**src/rtl/io_timer.sv**
```systemverilog
// io_timer: interval timer of the RRIOT.
// 8-bit down-counter with a selectable prescaler, a sticky underflow flag and
// an active-low IRQ. After an underflow the counter runs at /1 until the next write.
// Reads are registered for one cycle so that the bus mux can OR the DO/OE pairs.
module io_timer #(
    parameter int DIV0 = 1,
    parameter int DIV1 = 8,
    parameter int DIV2 = 64,
    parameter int DIV3 = 1024,
    parameter int PS_W = 10
) (
    input  logic       clk,
    input  logic       rst_n,
    input  logic       enable,
    input  logic       we_n,
    input  logic [3:0] A,
    input  logic [7:0] DI,
    output logic [7:0] DO,
    output logic       OE,
    output logic       irq_n
);

    logic [7:0]      count;
    logic [PS_W-1:0] ps;
    logic [1:0]      sel;
    logic            fast;
    logic            flag;
    logic            irq_en;

    logic wr;
    logic rd_timer;
    logic rd_status;
    logic tick;
    logic uflow;
    logic unused_a2;

    // Prescaler reload value for a given ratio select.
    function automatic logic [PS_W-1:0] div_m1(input logic [1:0] s);
        case (s)
            2'b00:   div_m1 = PS_W'(DIV0 - 1);
            2'b01:   div_m1 = PS_W'(DIV1 - 1);
            2'b10:   div_m1 = PS_W'(DIV2 - 1);
            default: div_m1 = PS_W'(DIV3 - 1);
        endcase
    endfunction

    assign unused_a2 = A[2];

    // Decode bus access type and the timer tick / underflow conditions.
    always_comb begin
        wr        = enable & ~we_n;
        rd_timer  = enable & we_n & ~A[0];
        rd_status = enable & we_n & A[0];
        tick      = (ps == '0);
        uflow     = tick & (count == 8'h00);
    end

    // Counter, prescaler, flag and registered read port.
    always_ff @(posedge clk or negedge rst_n) begin
        if (!rst_n) begin
            count  <= 8'h00;
            ps     <= '0;
            sel    <= 2'b00;
            fast   <= 1'b0;
            flag   <= 1'b0;
            irq_en <= 1'b0;
            DO     <= 8'h00;
            OE     <= 1'b0;
        end else begin
            OE <= 1'b0;
            DO <= 8'h00;
            if (wr) begin
                count  <= DI;
                sel    <= A[1:0];
                irq_en <= A[3];
                flag   <= 1'b0;
                fast   <= 1'b0;
                ps     <= div_m1(A[1:0]);
            end else begin
                if (tick) begin
                    // An underflow switches to /1 at once, so the next edge ticks too.
                    ps <= (fast | uflow) ? '0 : div_m1(sel);
                    if (uflow) begin
                        count <= 8'hFF;
                        flag  <= 1'b1;
                        fast  <= 1'b1;
                    end else begin
                        count <= count - 8'h01;
                    end
                end else begin
                    ps <= ps - 1'b1;
                end
                if (rd_timer) begin
                    DO     <= count;
                    OE     <= 1'b1;
                    irq_en <= A[3];
                    // A coincident underflow keeps the flag set.
                    if (!uflow) begin
                        flag <= 1'b0;
                    end
                end
                if (rd_status) begin
                    DO <= {flag, 7'b0};
                    OE <= 1'b1;
                end
            end
        end
    end

    assign irq_n = ~(flag & irq_en);

endmodule
```
**config.mk**
```make
export PLATFORM = sky130hd
export DESIGN_NAME = io_timer
export DESIGN_NICKNAME = d
export VERILOG_FILES = /design/src/rtl/io_timer.sv
export SDC_FILE = /design/constraint.sdc
export NUM_CORES = 1
export LEC_CHECK = 0
export BUFFER_PORTS_ARGS = -buffer_cell sky130_fd_sc_hd__buf_2
export CAP_MARGIN = 20
export CORE_AREA = 2 2 80 59
export CTS_CLUSTER_DIAMETER = 50
export DETAILED_ROUTE_END_ITERATION = 8
export DIE_AREA = 0 0 82 61
export PLACE_DENSITY = 0.6
export SLEW_MARGIN = 0
export SYNTH_ARGS = -nofsm -noshare
export SYNTH_HDL_FRONTEND = slang
export SYNTH_SLANG_ARGS = --single-unit
```
**constraint.sdc**
```tcl
create_clock -name clk -period 2.7 [get_ports clk]
set_input_delay 0.405 -clock clk [delete_from_list [all_inputs] [get_ports clk]]
set_output_delay 0.405 -clock clk [all_outputs]
set_load 0.01 [all_outputs]
```
==> results.tsv <==
stage	metric	value	unit
power_and_ir_drop	power_density	705	nW/um^2
timing	timing.fmax	460	MHz
drt	first_pass_iters	4	
floorplan	die_x	82	um
critical_path	critPathMaxFanout	8	
floorplan	start_util	0.392	
layout	final_nets	213	
drt	routed_wirelength	3.62	mm
global_route	grt_first_pass_wirelength	6.24	mm
synthesis	syn_area	1650	um^2
timing	hold_viol	0	
clock_tree	clk_pin_slew	0.07	ns
floorplan	dieArea	5000	um^2
clock_tree	clock_insertion_delay_worst_skew	0.28	ns
placed_design	placed_area	1830	um^2
critical_path	r2r_slack	0.53	ns
drt	dr_wl_met3	200	um
synthesis	yosysUniqueCellTypes	42	
global_route	track_usage	0.171	
critical_path	r2r_start	ps[0]	
floorplan	die_h	61	um
synthesis	yosys.area.top_type	dfrtp_1	
clock_tree	cts_hold_buf	0	
clock_tree	cts_buffers	5	
clock_tree	cts_resized	0	
synthesis	synth_top_cell_area_share	0.486	
global_route	overflow	0	
timing	finalMaxSlewViolations	0	
global_route	grt_max_degree	33	
layout	final_util	0.454	
synthesis	synth.net_count	186	
timing	final.setup_skew	0.00563	ns
synthesis	synth_ff_type	dfrtp_1	
clock_tree	cts_num_sinks	32	
floorplan	core	4200	um^2
layout	final_cells	250	
global_route	grt_pass1_vias	1272	
drt	wl_met2	1.53	mm
critical_path	path_cells	inv_1 -> ha_1 -> nor4b_2 -> nand3_2 -> or4_1 -> a31oi_1	
timing	worst_slack	0.527	ns
drt	antenna_left	0	
critical_path	cp-end-kind	register	
synthesis	synthTopCellsByArea	dfrtp_1, nand2_1, mux2i_1, o21ai_0, nor2_1	
synthesis	ys_async_sr_fraction	1.00	
critical_path	cp.arrival	2.37	ns
critical_path	worstSetupStartpoint	ps[0]	
synthesis	ys_warn_count	0	
clock_tree	h-tree-depth	2	
synthesis	synth_edf_count	0	
global_route	antenna_found_initial	0	
drt	met1_length	1.84	mm
placed_design	io_buffers	24	
placed_design	gp_congestion	0.778	
synthesis	synth.ff_latch_count	32	
critical_path	regToRegEndpoint	count[6]	
timing	worstMarginPinSlew	0.750	ns
timing	finalCriticalPeriod	2.17	ns
timing	rsz0062_at_grt	no	
floorplan	ioPinCount	26	
outcome	status	finished clean	
drt	drcViolationCount	0	
critical_path	slowest_delay	0.51	ns
layout	n_antenna_cell	0	
clock_tree	post_cts_buffers	0	
drt	top_layer_used	met4	
placed_design	dp_hpwl	2.64	mm
placed_design	post-place-ws	0.556	ns
layout	drive_gt1_frac	0.205	
critical_path	start_kind	register	
clock_tree	cts-root-buf	clkbuf_8	
timing	fin_crit_sh	0.805	
drt	vias	1342	
floorplan	std_cell_rows	20	
run	drv_cap	0	
power_and_ir_drop	finalPower	1.35	mW
drt	via_per_inst	5.37	
critical_path	worstPathRequired	2.90	ns
drt	routedWlPerCell	14.5	um
timing	setup_viol	0	
power_and_ir_drop	p_leak	0.862	nW
placed_design	placedCellCount	243	
clock_tree	clk_path_buf_depth	2	
timing	whs	0.188	ns
synthesis	yosysSeqAreaShare	0.486	
synthesis	synth_cells	168	
layout	area.growth.synth_to_final	15.8	%
layout	fillers	441	
timing	slew_headroom	0.500	
critical_path	path_class	register to register	
timing	fin_tns_setup	0	ns
hold_path	hp-class	input port to asynchronous set/reset pin	
layout	stdcell_area	1910	um^2
drt	drtIter0Drc	69	
synthesis	avgSynthCellArea	9.80	um^2
critical_path	reg2regPathDepth	6	
power_and_ir_drop	vdd_drop_max	0.000347	V
clock_tree	cts_tree	built	
critical_path	critPathSlowestCell	or4_1	
[cell families after synthesis]
kind of cell               count (synthesis)  share of synthesized area
buffers and inverters                     15                     0.0350
AOI/OAI and AO/OA                         35                      0.140
adders and majority gates                  2                     0.0152
and+or+nand+nor                           73                      0.260
DFF                                       32                      0.486
xor gates and xnor gates                   5                     0.0266
muxes                                      6                     0.0372
[placed cells by master (no fill, tap or decap), types with 3 or more instances in the layout]
| cell | n |
|---|---|
| a31oi_1 | 5 |
| clkbuf_8 | 5 |
| inv_1 | 9 |
| nand2_1 | 17 |
| o311ai_0 | 3 |
| a21oi_1 | 6 |
| nand4_1 | 3 |
| xnor2_1 | 3 |
| nor3_1 | 8 |
| o21ai_0 | 10 |
| dfrtp_1 | 32 |
| and2_1 | 5 |
| buf_2 | 24 |
| or3_1 | 4 |
| mux2i_1 | 5 |
| nor3b_1 | 3 |
| nor4_1 | 4 |
| nor2_1 | 13 |
[cell usage after synthesis, types with 4 or more instances]
| cell | count |
|---|---|
| a31oi_1 | 5 |
| nor4_1 | 4 |
| nor3_1 | 8 |
| nor2_1 | 13 |
| clkbuf_1 | 5 |
| or3_1 | 4 |
| mux2i_1 | 5 |
| inv_1 | 9 |
| a21oi_1 | 6 |
| nand2_1 | 17 |
| o21ai_0 | 10 |
| and2_1 | 5 |
| dfrtp_1 | 32 |
[sequential cells by signal, indices dropped and copies added (netlist names)]
register and count:
fast 1, ps 10, DO 8, count 8, sel 2, OE 1
irq_en 1, flag 1
[critical path, delay by kind of cell, from the launching register on]
family	cells	cell delay, ns
and+or+nand+nor	3	1.18
DFF	1	0.42
adders and majority gates	1	0.23
AOI/OAI and AO/OA	1	0.18
buffers and inverters	1	0.07
[where the power goes]
| part | internal [mW] | switching [mW] | leakage (nW) |
|---|---|---|---|
| Clock | 0.175 | 0.168 | 0.0410 |
| Sequential | 0.561 | 0.116 | 0.406 |
| Combinational | 0.145 | 0.180 | 0.414 |
| Total | 0.881 | 0.464 | 0.862 |
[metal layers]
layer	up-vias	global-route usage
li1	661	-
met1	641	0.252
met2	32	0.235
met3	8	0.0491
met4	0	0.0690
met5	-	0
[worst max-delay path by stage]
stage / to / slack (ns) / cells past startpoint
global placement: count[6] / 0.59 / 6
global route: count[6] / 0.35 / 6
floorplan: count[7] / 0.81 / 6
CTS: count[6] / 0.52 / 6
detailed placement: count[6] / 0.56 / 6
finish: count[6] / 0.53 / 6
[final cells by class]
| cell class | count | area [um^2] | share of cell area |
|---|---|---|---|
| Inverter | 9 | 33.8 | 0.0177 |
| Clock buffer | 6 | 72.6 | 0.0381 |
| Tap cell | 55 | 68.8 | 0.0361 |
| Timing Repair Buffer | 26 | 135 | 0.0709 |
| Sequential cell | 32 | 801 | 0.420 |
| Multi-Input combinational cell | 121 | 791 | 0.415 |
| Clock inverter | 1 | 5.00 | 0.00262 |
No activity file was read; power rests on OpenSTA's default activity.
